===== src/rtl/usb_tx_scheduler.sv =====
// rtl/usb_tx_scheduler.sv - USB TX packet arbiter for handshake and DATA requesters (optional macro TX_TIMEOUT_EN)
module usb_tx_scheduler #(
  parameter int OCC_W          = 7,
  parameter int GAP_CYCLES     = 2
`ifdef TX_TIMEOUT_EN
  ,
  parameter int TIMEOUT_CYCLES = 4095,
  parameter int TO_W           = 12
`endif
) (
  input  logic             clk,
  input  logic             n_rst,
  input  logic             hs_req,
  input  logic [2:0]       hs_code,
  input  logic             data_req,
  input  logic [OCC_W-1:0] buffer_occupancy,
  input  logic             end_packet,
  output logic [2:0]       tx_packet,
  output logic             hs_ack,
  output logic             data_ack,
  output logic             tx_done,
  output logic             tx_error,
  output logic             busy
);

  localparam int GAP_W = (GAP_CYCLES > 1) ? $clog2(GAP_CYCLES) : 1;

  typedef enum logic [1:0] {S_IDLE, S_SEND, S_GAP} state_t;

  state_t           r_state;
  state_t           w_state_nxt;
  logic [GAP_W-1:0] r_gap_cnt;
  logic [2:0]       r_tx_packet;
  logic             r_hs_ack;
  logic             r_data_ack;
  logic             r_tx_done;
  logic             r_tx_error;
  logic             r_busy;

  logic [2:0]       w_tx_packet_nxt;
  logic             w_hs_ack_nxt;
  logic             w_data_ack_nxt;
  logic             w_tx_done_nxt;
  logic             w_tx_error_nxt;
  logic             w_busy_nxt;

  logic             w_hs_take;
  logic             w_data_take;
  logic             w_hs_valid;
  logic             w_occ_empty;
  logic             w_gap_last;
  logic             w_timeout;

  // A request whose ack is on the wire this cycle is still high at this edge; don't serve it twice.
  assign w_hs_take   = hs_req && !r_hs_ack;
  assign w_data_take = data_req && !r_data_ack;
  assign w_hs_valid  = (hs_code == 3'd2) || (hs_code == 3'd3) || (hs_code == 3'd4);
  assign w_occ_empty = (buffer_occupancy == '0);
  assign w_gap_last  = (r_gap_cnt == GAP_W'(GAP_CYCLES - 1));

`ifdef TX_TIMEOUT_EN
  logic [TO_W-1:0] r_to_cnt;
  assign w_timeout = (r_to_cnt == TO_W'(TIMEOUT_CYCLES - 1));

  // SEND watchdog: counts cycles spent in SEND, cleared on any state change
  always_ff @(posedge clk or negedge n_rst) begin
    if (!n_rst) r_to_cnt <= '0;
    else if (r_state == S_SEND && w_state_nxt == S_SEND) r_to_cnt <= r_to_cnt + 1'b1;
    else r_to_cnt <= '0;
  end
`else
  assign w_timeout = 1'b0;
`endif

  // State, gap counter and registered outputs
  always_ff @(posedge clk or negedge n_rst) begin
    if (!n_rst) begin
      r_state     <= S_IDLE;
      r_gap_cnt   <= '0;
      r_tx_packet <= 3'd0;
      r_hs_ack    <= 1'b0;
      r_data_ack  <= 1'b0;
      r_tx_done   <= 1'b0;
      r_tx_error  <= 1'b0;
      r_busy      <= 1'b0;
    end else begin
      r_state     <= w_state_nxt;
      r_gap_cnt   <= (r_state == S_GAP && w_state_nxt == S_GAP) ? r_gap_cnt + 1'b1 : '0;
      r_tx_packet <= w_tx_packet_nxt;
      r_hs_ack    <= w_hs_ack_nxt;
      r_data_ack  <= w_data_ack_nxt;
      r_tx_done   <= w_tx_done_nxt;
      r_tx_error  <= w_tx_error_nxt;
      r_busy      <= w_busy_nxt;
    end
  end

  // Next-state selection: handshakes always win over DATA in IDLE
  always_comb begin
    w_state_nxt = r_state;
    case (r_state)
      S_IDLE: begin
        if (w_hs_take) begin
          if (w_hs_valid) w_state_nxt = S_SEND;
        end else if (w_data_take && !w_occ_empty) begin
          w_state_nxt = S_SEND;
        end
      end
      S_SEND:  if (end_packet || w_timeout) w_state_nxt = S_GAP;
      S_GAP:   if (w_gap_last) w_state_nxt = S_IDLE;
      default: w_state_nxt = S_IDLE;
    endcase
  end

  // Next values of the registered outputs
  always_comb begin
    w_tx_packet_nxt = r_tx_packet;
    w_hs_ack_nxt    = 1'b0;
    w_data_ack_nxt  = 1'b0;
    w_tx_done_nxt   = 1'b0;
    w_tx_error_nxt  = 1'b0;
    w_busy_nxt      = r_busy;
    case (r_state)
      S_IDLE: begin
        w_tx_packet_nxt = 3'd0;
        w_busy_nxt      = 1'b0;
        if (w_hs_take) begin
          w_hs_ack_nxt = 1'b1;
          if (w_hs_valid) begin
            w_tx_packet_nxt = hs_code;
            w_busy_nxt      = 1'b1;
          end else begin
            w_tx_error_nxt = 1'b1;
          end
        end else if (w_data_take) begin
          w_data_ack_nxt = 1'b1;
          if (w_occ_empty) begin
            w_tx_error_nxt = 1'b1;
          end else begin
            w_tx_packet_nxt = 3'd1;
            w_busy_nxt      = 1'b1;
          end
        end
      end
      S_SEND: begin
        if (end_packet) begin
          w_tx_packet_nxt = 3'd0;
          w_tx_done_nxt   = 1'b1;
        end else if (w_timeout) begin
          w_tx_packet_nxt = 3'd0;
          w_tx_error_nxt  = 1'b1;
        end
      end
      S_GAP: begin
        w_tx_packet_nxt = 3'd0;
        if (w_gap_last) w_busy_nxt = 1'b0;
      end
      default: begin
        w_tx_packet_nxt = 3'd0;
        w_busy_nxt      = 1'b0;
      end
    endcase
  end

  assign tx_packet = r_tx_packet;
  assign hs_ack    = r_hs_ack;
  assign data_ack  = r_data_ack;
  assign tx_done   = r_tx_done;
  assign tx_error  = r_tx_error;
  assign busy      = r_busy;

endmodule


===== config.mk =====
export PLATFORM = sky130hd
export DESIGN_NAME = usb_tx_scheduler
export DESIGN_NICKNAME = d
export VERILOG_FILES = /design/src/rtl/usb_tx_scheduler.sv
export SDC_FILE = /design/constraint.sdc
export NUM_CORES = 1
export LEC_CHECK = 0
export BUFFER_PORTS_ARGS = -buffer_cell sky130_fd_sc_hd__clkbuf_2
export CAP_MARGIN = 40
export CORE_UTILIZATION = 30
export DETAILED_ROUTE_END_ITERATION = 10
export PLACE_DENSITY = 0.57
export SLEW_MARGIN = 5
export SYNTH_ARGS = -nofsm -noshare
export SYNTH_HDL_FRONTEND = slang
export SYNTH_SLANG_ARGS = --single-unit

===== constraint.sdc =====
create_clock -name clk -period 1.6 [get_ports clk]
set_clock_uncertainty 0.2 [all_clocks]
set_input_delay 0.24 -clock clk [delete_from_list [all_inputs] [get_ports clk]]
set_output_delay 0.24 -clock clk [all_outputs]
set_load 0.02 [all_outputs]

==> results by group, run 1 <==
Logic synthesis
  • Ranking of synthesized cells by area: dfrtp_1 53%, nand4b_4 4.6%, nor4b_4 4.6%, nor3b_1 4.3%, a22o_1 3.4%
  • Synth Area per Inst: approximately 13 µm²
  • #FFs+latches synth: 11
  • Top cell type's share of synthesized area: 53.0%
  • Cell count after synthesis: 40
  • Yosys warns: 0
  • Post-synthesis cell area: approximately 520 µm²
  • Sequential share of the synthesized area: 53.0%
  • Post-synth cell types: 23
  • Post-Syn Nets: between 50 and 60
  • Largest area contributor in the netlist: dfrtp_1

Clock tree
  • # H-tree levels: 1
  • Clock-pin slew on the worst setup and hold paths: 0.07 ns
  • CTS Root Cell: clkbuf_4
  • CTS tree: built
  • Skew-Pair Late Insertion Delay: between 0.2 and 0.3 ns
  • Post_cts resized: 0
  • CTS Buffer Depth: 2
  • Postcts setup bufs: 0
  • CTS Buf Count: 3
  • Clk sinks: 11

Finish
  • Nets: 84
  • Diodes inserted: 0
  • Final Util: about 44%
  • Share of post-route cells with drive strength above 1: 50.0%
  • Area Growth Syn to Fin: 33.5%
  • Multi-input logic area: between 200 and 250 µm²
  • Register area: 275 µm²
  • Fill count: 155

Place
  • GP Congestion: about 0.76
  • Post-Place Setup Slack: ~0.11 ns
  • Port buffer count: 22
  • HPWL Detailed: ~800 µm

Timing
  • Tmin final: ~1.4 ns
  • # setup viols final: 0
  • Final Hold Vio Count: 0
  • F_max: between 600 and 700 MHz
  • Relative slew slack: between 60% and 70%
  • Part of the cycle the worst path needs: 89.9%
  • RSZ-0062 raised after global routing: no
  • Setup ws final: 0.161 ns
  • Tightest Pin Transition: 0.474 ns
  • Pins Over Slew Limit: 0
  • Final setup TNS: 0 ns

GRT
  • Tot GR Track Use: a little under an eighth
  • Global-route wire length before repair: 1.54 mm
  • Initial antenna violation count: 0
  • GRT overflow: 0
  • Largest net degree at the start of global routing: 12
  • Vias in the first global route: about 350

Critical path
  • Worst path max stage delay: 0.45 ns
  • Type of the worst setup path: reg2reg
  • CP Cell Sequence: nor4b_4 > o21ai_2 > o221ai_1
  • CP arrival: roughly 1.4 ns
  • Required time of the critical path: between 1.5 and 2 ns
  • CP max FO: 5
  • CP Launch Type: register
  • Crit-path slowest cell: dfrtp_1
  • Worst Setup End Kind: register

Floorplan
  • Die area: around 1900 µm²
  • Starting Density: around a third
  • Chip height: between 40 and 50 µm
  • IO Pins: 23
  • Die Wd: about 44 µm
  • Rows: 14
  • Core footprint: 1560 µm²

Power and ir drop
  • Switching share of power: 36.2%
  • Max VDD drop: 0.000703 V
  • Combinational share of power: between 30% and 40%
  • Seq pwr share: between 40% and 50%
  • Leak: between 0.3 and 0.4 nW
  • P per Cell Area: 1400 nW/µm²
  • Clock share of power: 18.8%
  • P_int: between 0.0006 and 0.0007 W
  • Sw Pwr: 0.000350 W

Drt
  • DR WL/cell: 11.4 µm
  • Via count: about 400
  • Vias per cell: between 4 and 5
  • Number of DRC markers in iteration 0: 9
  • DRC viols: 1
  • Antenna-violating nets left: 0
  • Drt total wl: roughly 960 µm
  • Initial DRT Pass Iterations: 7

Hold path
  • Hold Path Class: in2reg

Run status
  • Outcome: finished with violations
  • Failing checks: DRC

Run
  • MaxCap Viol Count: 0
power groups by stage:
stage                     clock network (W)  registers, W  logic [W]
after floorplan                           0      0.000495   0.000167
after global placement                    0      0.000439   0.000346
after detailed placement                  0      0.000440   0.000354
after CTS                          0.000196      0.000434   0.000357
after global routing               0.000211      0.000447   0.000386
final                              0.000182      0.000434   0.000351
cell usage after synthesis:
| cell type | number |
|---|---|
| dfrtp_1 | 11 |
| inv_1 | 3 |
| nor3b_1 | 3 |
| a22o_1 | 2 |
| nor2b_1 | 2 |
| o211ai_1 | 2 |
| a21boi_2 | 1 |
| and2_1 | 1 |
| and2b_1 | 1 |
| nand2_1 | 1 |
| nand2b_2 | 1 |
| nand3_1 | 1 |
| nand4b_4 | 1 |
| nor2_1 | 1 |
| nor2b_2 | 1 |
| nor3_4 | 1 |
| nor4b_4 | 1 |
| o21ai_0 | 1 |
| o21ai_2 | 1 |
| o221ai_1 | 1 |
| or2_1 | 1 |
| or3_1 | 1 |
| or4_4 | 1 |
cell type report:
class                      count  share of cell area, %
timing repair buffer          24                   18.4
multi-input combinational     26                   33.6
tap                           16                   2.89
inverter                       3                   1.62
sequential                    11                   39.7
clock buffer                   4                   3.79
repair_timing:
action | CTS | global route
hold buffers | 1 | 0
endpoints found under the setup margin | 0 | 0
endpoints found under the hold margin | 11 | 0
stage by stage:
step	cells	hold WS (ns)	area [µm²]	total power, W
CTS	84	0.0303	693	0.000987
finish	84	0.0395	693	0.000968
floorplan	40	-0.256	519	0.000662
global placement	79	-0.0682	657	0.000785
global route	84	0.0378	693	0.00104
detailed placement	79	-0.0675	657	0.000794
worst max-delay path, delay by kind of cell (launching register included):
kind	cells	cell delay [ns]
flip-flops	1	0.45
AO/OA/AOI/OAI	2	0.31
AND/OR/NAND/NOR	1	0.39
metal layers:
layer / GRT usage (%) / wire [µm]
met2: 16.1 / 456
met3: 5.83 / 63
met5: 0 / 0
met4: 7.50 / 14
met1: 14.7 / 427
layout by cell type, fill, tap and decap left out, drive strengths merged, types with 2 or more instances in the layout:
master  instances
o211ai          2
o21ai           2
inv             3
clkbuf         26
nor2b           3
dfrtp          11
a22o            2
nor3b           3
state kept, by name, summed over array words and instances, names as in the netlist:
| signal | cells |
|---|---|
| tx_done | 1 |
| tx_packet | 3 |
| r_gap_cnt | 1 |
| data_ack | 1 |
| hs_ack | 1 |
| tx_error | 1 |
| r_state | 2 |
| busy | 1 |
cells by family (layout without fill, tap and decap cells):
kind of cell	count (synthesis)	count (layout)	synth area share, %
buf+inv	3	31	2.17
simple gates	18	18	32.0
flops	11	11	53.0
compound gates	8	8	12.8
final timing paths:
check	slack, ns	start	cells past startpoint	endpoint
setup / recovery	0.16	r_state[1]$_DFF_PN0_	3	tx_packet[0]$_DFFE_PN0P_
hold / removal	0.04	end_packet	2	tx_done$_DFF_PN0_
setup reg to reg	0.16	r_state[1]$_DFF_PN0_	3	tx_packet[0]$_DFFE_PN0P_
hold reg to reg	0.22	r_gap_cnt$_DFF_PN0_	1	r_gap_cnt$_DFF_PN0_
max in group asynchronous	0.80	n_rst	2	r_state[0]$_DFF_PN0_
min in group asynchronous	0.18	n_rst	2	data_ack$_DFF_PN0_
Note: power is estimated with default switching activity, not from simulation.
==> inputs of run 2 (changes only) <==
- CORE_ASPECT_RATIO: default -> 1.25
==> results by group, run 2 (synthesis gave the netlist of run 1 again) <==
Run status
  • Outcome: finished clean

Drt
  • Number of DRC markers in iteration 0: 0
  • Antenna-violating nets left: 0
  • DRC viols: 0
  • Via count: around 390
  • Initial DRT Pass Iterations: 1
  • Vias per cell: 4.55
  • DR WL/cell: approximately 11 µm
  • Drt total wl: ~900 µm

GRT
  • Global-route met3 utilization: under 10%
  • GRT overflow: 0
  • Met2 Track Usage GR: between 10% and 20%
  • Vias in the first global route: roughly 400
  • Initial antenna violation count: 0
  • Global-route wire length before repair: about 1.7 mm
  • Tot GR Track Use: 13.1%
  • Met1 global-route usage: between 15 and 20%
  • Largest net degree at the start of global routing: 12
  • Top Usage Layer GRT: met2

Place
  • HPWL Detailed: 768 µm
  • Port buffer count: 22
  • GP Congestion: roughly 0.7
  • Dpl cells: 81

Timing
  • RSZ-0062 raised after global routing: no
  • # setup viols final: 0
  • Final setup TNS: 0 ns
  • Tightest Pin Transition: ~0.45 ns
  • Pins Over Slew Limit: 0
  • Relative slew slack: between 70% and 80%
  • F_max: 713 MHz
  • Tmin final: between 1 and 1.5 ns
  • Part of the cycle the worst path needs: roughly 90%
  • WHS: just over 0.02 ns
  • Final Hold Vio Count: 0

Floorplan
  • IO Pins: 23
  • Starting Density: roughly 32%
  • Rows: 16
  • Core footprint: around 1600 µm²
  • Die Wd: between 30 and 40 µm
  • Die area: around 1900 µm²
  • Chip height: ~49 µm

Finish
  • Nets: 84
  • Area Growth Syn to Fin: 34.0%
  • Non-Filler Instances: 86
  • Flip-flop count of the largest register after layout: 3
  • Diodes inserted: 0
  • Most frequent cells in the layout: 22 x clkbuf_2, 11 x dfrtp_1, 3 x nor3b_1, 3 x inv_1, 3 x clkbuf_4
  • Share of post-route cells with drive strength above 1: roughly half
  • Most common cell after layout, fill and taps aside: clkbuf_2

Clock tree
  • CTS Buf Count: 3
  • Post_cts resized: 0
  • CTS Root Cell: clkbuf_4
  • Clock-pin slew on the worst setup and hold paths: 0.07 ns
  • CTS tree: built
  • # H-tree levels: 1
  • Clk sinks: 11
  • CTS Buffer Depth: 2
  • Skew-Pair Late Insertion Delay: 0.26 ns

Critical path
  • Worst Setup End Kind: register
  • Required time of the critical path: about 1.6 ns
  • CP Launch Type: register
  • Worst path max stage delay: about 0.44 ns
  • Type of the worst setup path: reg2reg
  • CP delay by family, top: flip-flops
  • CP arrival: ~1.4 ns
  • CP Cell Sequence: nor4b_4 > o21ai_2 > o221ai_1
  • WP buf/inv: 0
  • CP max FO: 5
  • Crit-path slowest cell: dfrtp_1

Power and ir drop
  • Final total power: 0.000962 W
  • Leak: approximately 0.36 nW
  • P per Cell Area: around 1400 nW/µm²
  • Max VDD drop: roughly 0.00056 V

Run
  • MaxCap Viol Count: 0

Hold path
  • Hold Path Class: in2reg
## run 2: cell counts in the layout (fill, tap and decap cells not counted)
Identical to the previous run, type by type.
## run 2: path summary, 6_finish.rpt
kind                                           start                  endpoint  slack (ns)  depth (start not counted)
worst max-delay path            r_state[1]$_DFF_PN0_  tx_packet[0]$_DFFE_PN0P_        0.20                          3
worst min-delay path                      end_packet         tx_done$_DFF_PN0_        0.02                          2
worst max register to register  r_state[1]$_DFF_PN0_  tx_packet[0]$_DFFE_PN0P_        0.20                          3
worst min register to register   r_gap_cnt$_DFF_PN0_       r_gap_cnt$_DFF_PN0_        0.24                          1
max in group asynchronous                      n_rst         tx_done$_DFF_PN0_        0.80                          2
min in group asynchronous                      n_rst  tx_packet[0]$_DFFE_PN0P_        0.18                          2
## run 2: metal layers
layer  vias to the layer above  share of wire [%]
met5                         -                  0
met3                         2                4.8
met1                       177                 44
li1                        202                  -
met2                        10                 50
met4                         0               0.88
## run 2: worst register-to-register path, cell delays in order, from the launching register on
cell and delay, ns:
dfrtp_1 0.44, nor4b_4 0.38, o21ai_2 0.13, o221ai_1 0.18
## run 2: repair_timing
item,4_1_cts,5_1_grt
buffers inserted,0,0
hold buffers,1,0
hold endpoints to repair,11,0
## run 2: layout make-up
cell class,count,area [µm²]
Fill cell,175,906
Sequential cell,11,275
Multi-Input combinational cell,26,233
Timing Repair Buffer,24,128
Clock buffer,4,26.3
Tap cell,18,22.5
Inverter,3,11.3
## run 2: through the flow
stage / area, µm² / util [%] / setup WS [ns]
6_report: 696 / 43.4 / 0.197
4_1_cts: 696 / 43.4 / 0.191
3_3_place_gp: 659 / 41.2 / 0.137
5_1_grt: 696 / 43.4 / 0.0691
2_1_floorplan: 519 / - / 0.173
3_5_place_dp: 659 / 41.2 / 0.117
## run 2: report_power, final
group	leakage, nW	switching (W)	internal (W)
combinational	0.204	0.000189	0.000158
sequential	0.146	0.0000667	0.000363
clock	0.0150	0.0000883	0.0000964
==> inputs of run 3 (changes only) <==
- CTS_BUF_LIST: default -> sky130_fd_sc_hd__clkbuf_8 sky130_fd_sc_hd__clkbuf_16
- TNS_END_PERCENT: default -> 5
==> results by group, run 3 (synthesis gave the netlist of run 1 again) <==
Run status
  • Outcome: finished clean

Clock tree
  • Post_cts resized: 0
  • Postcts setup bufs: 0
  • # H-tree levels: 1
  • Skew-Pair Late Insertion Delay: ~0.23 ns
  • Clock-pin slew on the worst setup and hold paths: roughly 0.05 ns
  • CTS Root Cell: clkbuf_8
  • CTS Buf Count: 3
  • CTS tree: built
  • Clk sinks: 11
  • CTS Buffer Depth: 2

Place
  • Post-Place Setup Slack: around 0.12 ns
  • Port buffer count: 22
  • HPWL Detailed: approximately 770 µm
  • Dpl cells: 81
  • GP Congestion: just under 0.7

Timing
  • F_max: 716 MHz
  • Tmin final: around 1.4 ns
  • Tightest Pin Transition: ~0.44 ns
  • Relative slew slack: 70.8%
  • Setup ws final: about 0.20 ns
  • RSZ-0062 raised after global routing: no
  • # setup viols final: 0
  • Final setup TNS: 0 ns
  • Final Hold Vio Count: 0
  • Pins Over Slew Limit: 0
  • Part of the cycle the worst path needs: 87.3%

Run
  • MaxCap Viol Count: 0

Power and ir drop
  • P per Cell Area: 1460 nW/µm²
  • Max VDD drop: between 0.0006 and 0.0007 V
  • Combinational share of power: 33.1%
  • Clock share of power: roughly 26%
  • Switching share of power: around a third
  • Leak: 0.377 nW
  • Sw Pwr: 0.000352 W
  • Seq pwr share: 41.4%
  • P_int: slightly below 0.0007 W

Drt
  • Initial DRT Pass Iterations: 2
  • Via count: ~400
  • Number of DRC markers in iteration 0: 1
  • Drt total wl: roughly 890 µm
  • DR WL/cell: between 10 and 15 µm
  • DRC viols: 0
  • Antenna-violating nets left: 0
  • Vias per cell: 4.59

Critical path
  • CP arrival: around 1.3 ns
  • CP max FO: 5
  • Type of the worst setup path: reg2reg
  • CP Launch Type: register
  • Required time of the critical path: 1.55 ns
  • Worst Setup End Kind: register

Floorplan
  • Die area: 1900 µm²
  • Core footprint: 1600 µm²
  • Chip height: around 49 µm
  • Starting Density: between 30% and 40%
  • Rows: 16
  • Die Wd: between 30 and 40 µm
  • IO Pins: 23

Finish
  • Diodes inserted: 0
  • Nets: 84
  • Fill count: roughly 170
  • Flip-flop count of the largest register after layout: 3
  • Most common cell after layout, fill and taps aside: clkbuf_2
  • Most frequent cells in the layout: 22 x clkbuf_2, 11 x dfrtp_1, 4 x inv_1
  • Final Util: between 40% and 50%
  • Non-Filler Instances: 86
  • Multi-input logic area: 233 µm²
  • Area Growth Syn to Fin: 37.6%
  • Register area: ~280 µm²
  • Share of post-route cells with drive strength above 1: approximately half

GRT
  • Vias in the first global route: between 300 and 400
  • GRT overflow: 0
  • Tot GR Track Use: 12.8%
  • Initial antenna violation count: 0
  • Global-route wire length before repair: 1.69 mm
  • Largest net degree at the start of global routing: 12

Hold path
  • Hold Path Class: in2reg
-- run 3: changes by cell type in the layout (fill, tap and decap cells not counted), sizes merged --
| cell | delta |
|---|---|
| clkbuf | -1 |
| inv | +1 |
-- run 3: final timing paths --
path                                      start                        to  slack (ns)  cells after the start
max                        r_state[1]$_DFF_PN0_  tx_packet[0]$_DFFE_PN0P_        0.20                      3
min                                  end_packet         tx_done$_DFF_PN0_        0.05                      2
max reg2reg                r_state[1]$_DFF_PN0_  tx_packet[0]$_DFFE_PN0P_        0.20                      3
min reg2reg                 r_gap_cnt$_DFF_PN0_       r_gap_cnt$_DFF_PN0_        0.22                      1
max in group asynchronous                 n_rst  tx_packet[1]$_DFFE_PN0P_        0.78                      2
min in group asynchronous                 n_rst       r_gap_cnt$_DFF_PN0_        0.21                      2
-- run 3: layout make-up --
type	instances	share of cell area, %
Timing Repair Buffer	24	17.9
Inverter	3	1.58
Clock inverter	1	0.525
Sequential cell	11	38.5
Multi-Input combinational cell	26	32.6
Clock buffer	3	5.78
Tap cell	18	3.15
-- run 3: power by group through the flow --
| stage | registers, W | logic, W | clock network (W) |
|---|---|---|---|
| 4_1_cts | 0.000433 | 0.000353 | 0.000275 |
| 3_3_place_gp | 0.000438 | 0.000347 | 0 |
| 5_1_grt | 0.000449 | 0.000386 | 0.000294 |
| 6_report | 0.000432 | 0.000345 | 0.000266 |
| 2_1_floorplan | 0.000495 | 0.000167 | 0 |
| 3_5_place_dp | 0.000436 | 0.000351 | 0 |
-- run 3: metal layers --
metal	part of all wire, %	vias up	GRT usage (%)
met1	45	181	17.5
met5	0	-	0
met2	48	12	18.3
li1	-	200	-
met3	5.7	2	4.13
met4	1.6	0	5.17
-- run 3: metrics by stage --
stage / power [W] / hold slack (ns) / area, µm²
floorplan: 0.000662 / -0.256 / 519
global placement: 0.000785 / -0.0697 / 659
detailed placement: 0.000787 / -0.0659 / 659
CTS: 0.00106 / 0.0506 / 714
global route: 0.00113 / 0.0813 / 714
finish: 0.00104 / 0.0496 / 714
-- run 3: critical path, stage by stage, from the launching register on --
cell	delay, ns
dfrtp_1	0.43
nor4b_4	0.38
o21ai_2	0.12
o221ai_1	0.18
-- run 3: what timing repair did --
| action | 4_1_cts | 5_1_grt |
|---|---|---|
| hold endpoints to repair | 11 | 0 |
| endpoints found under the setup margin | 0 | 0 |
| hold buffers | 1 | 0 |
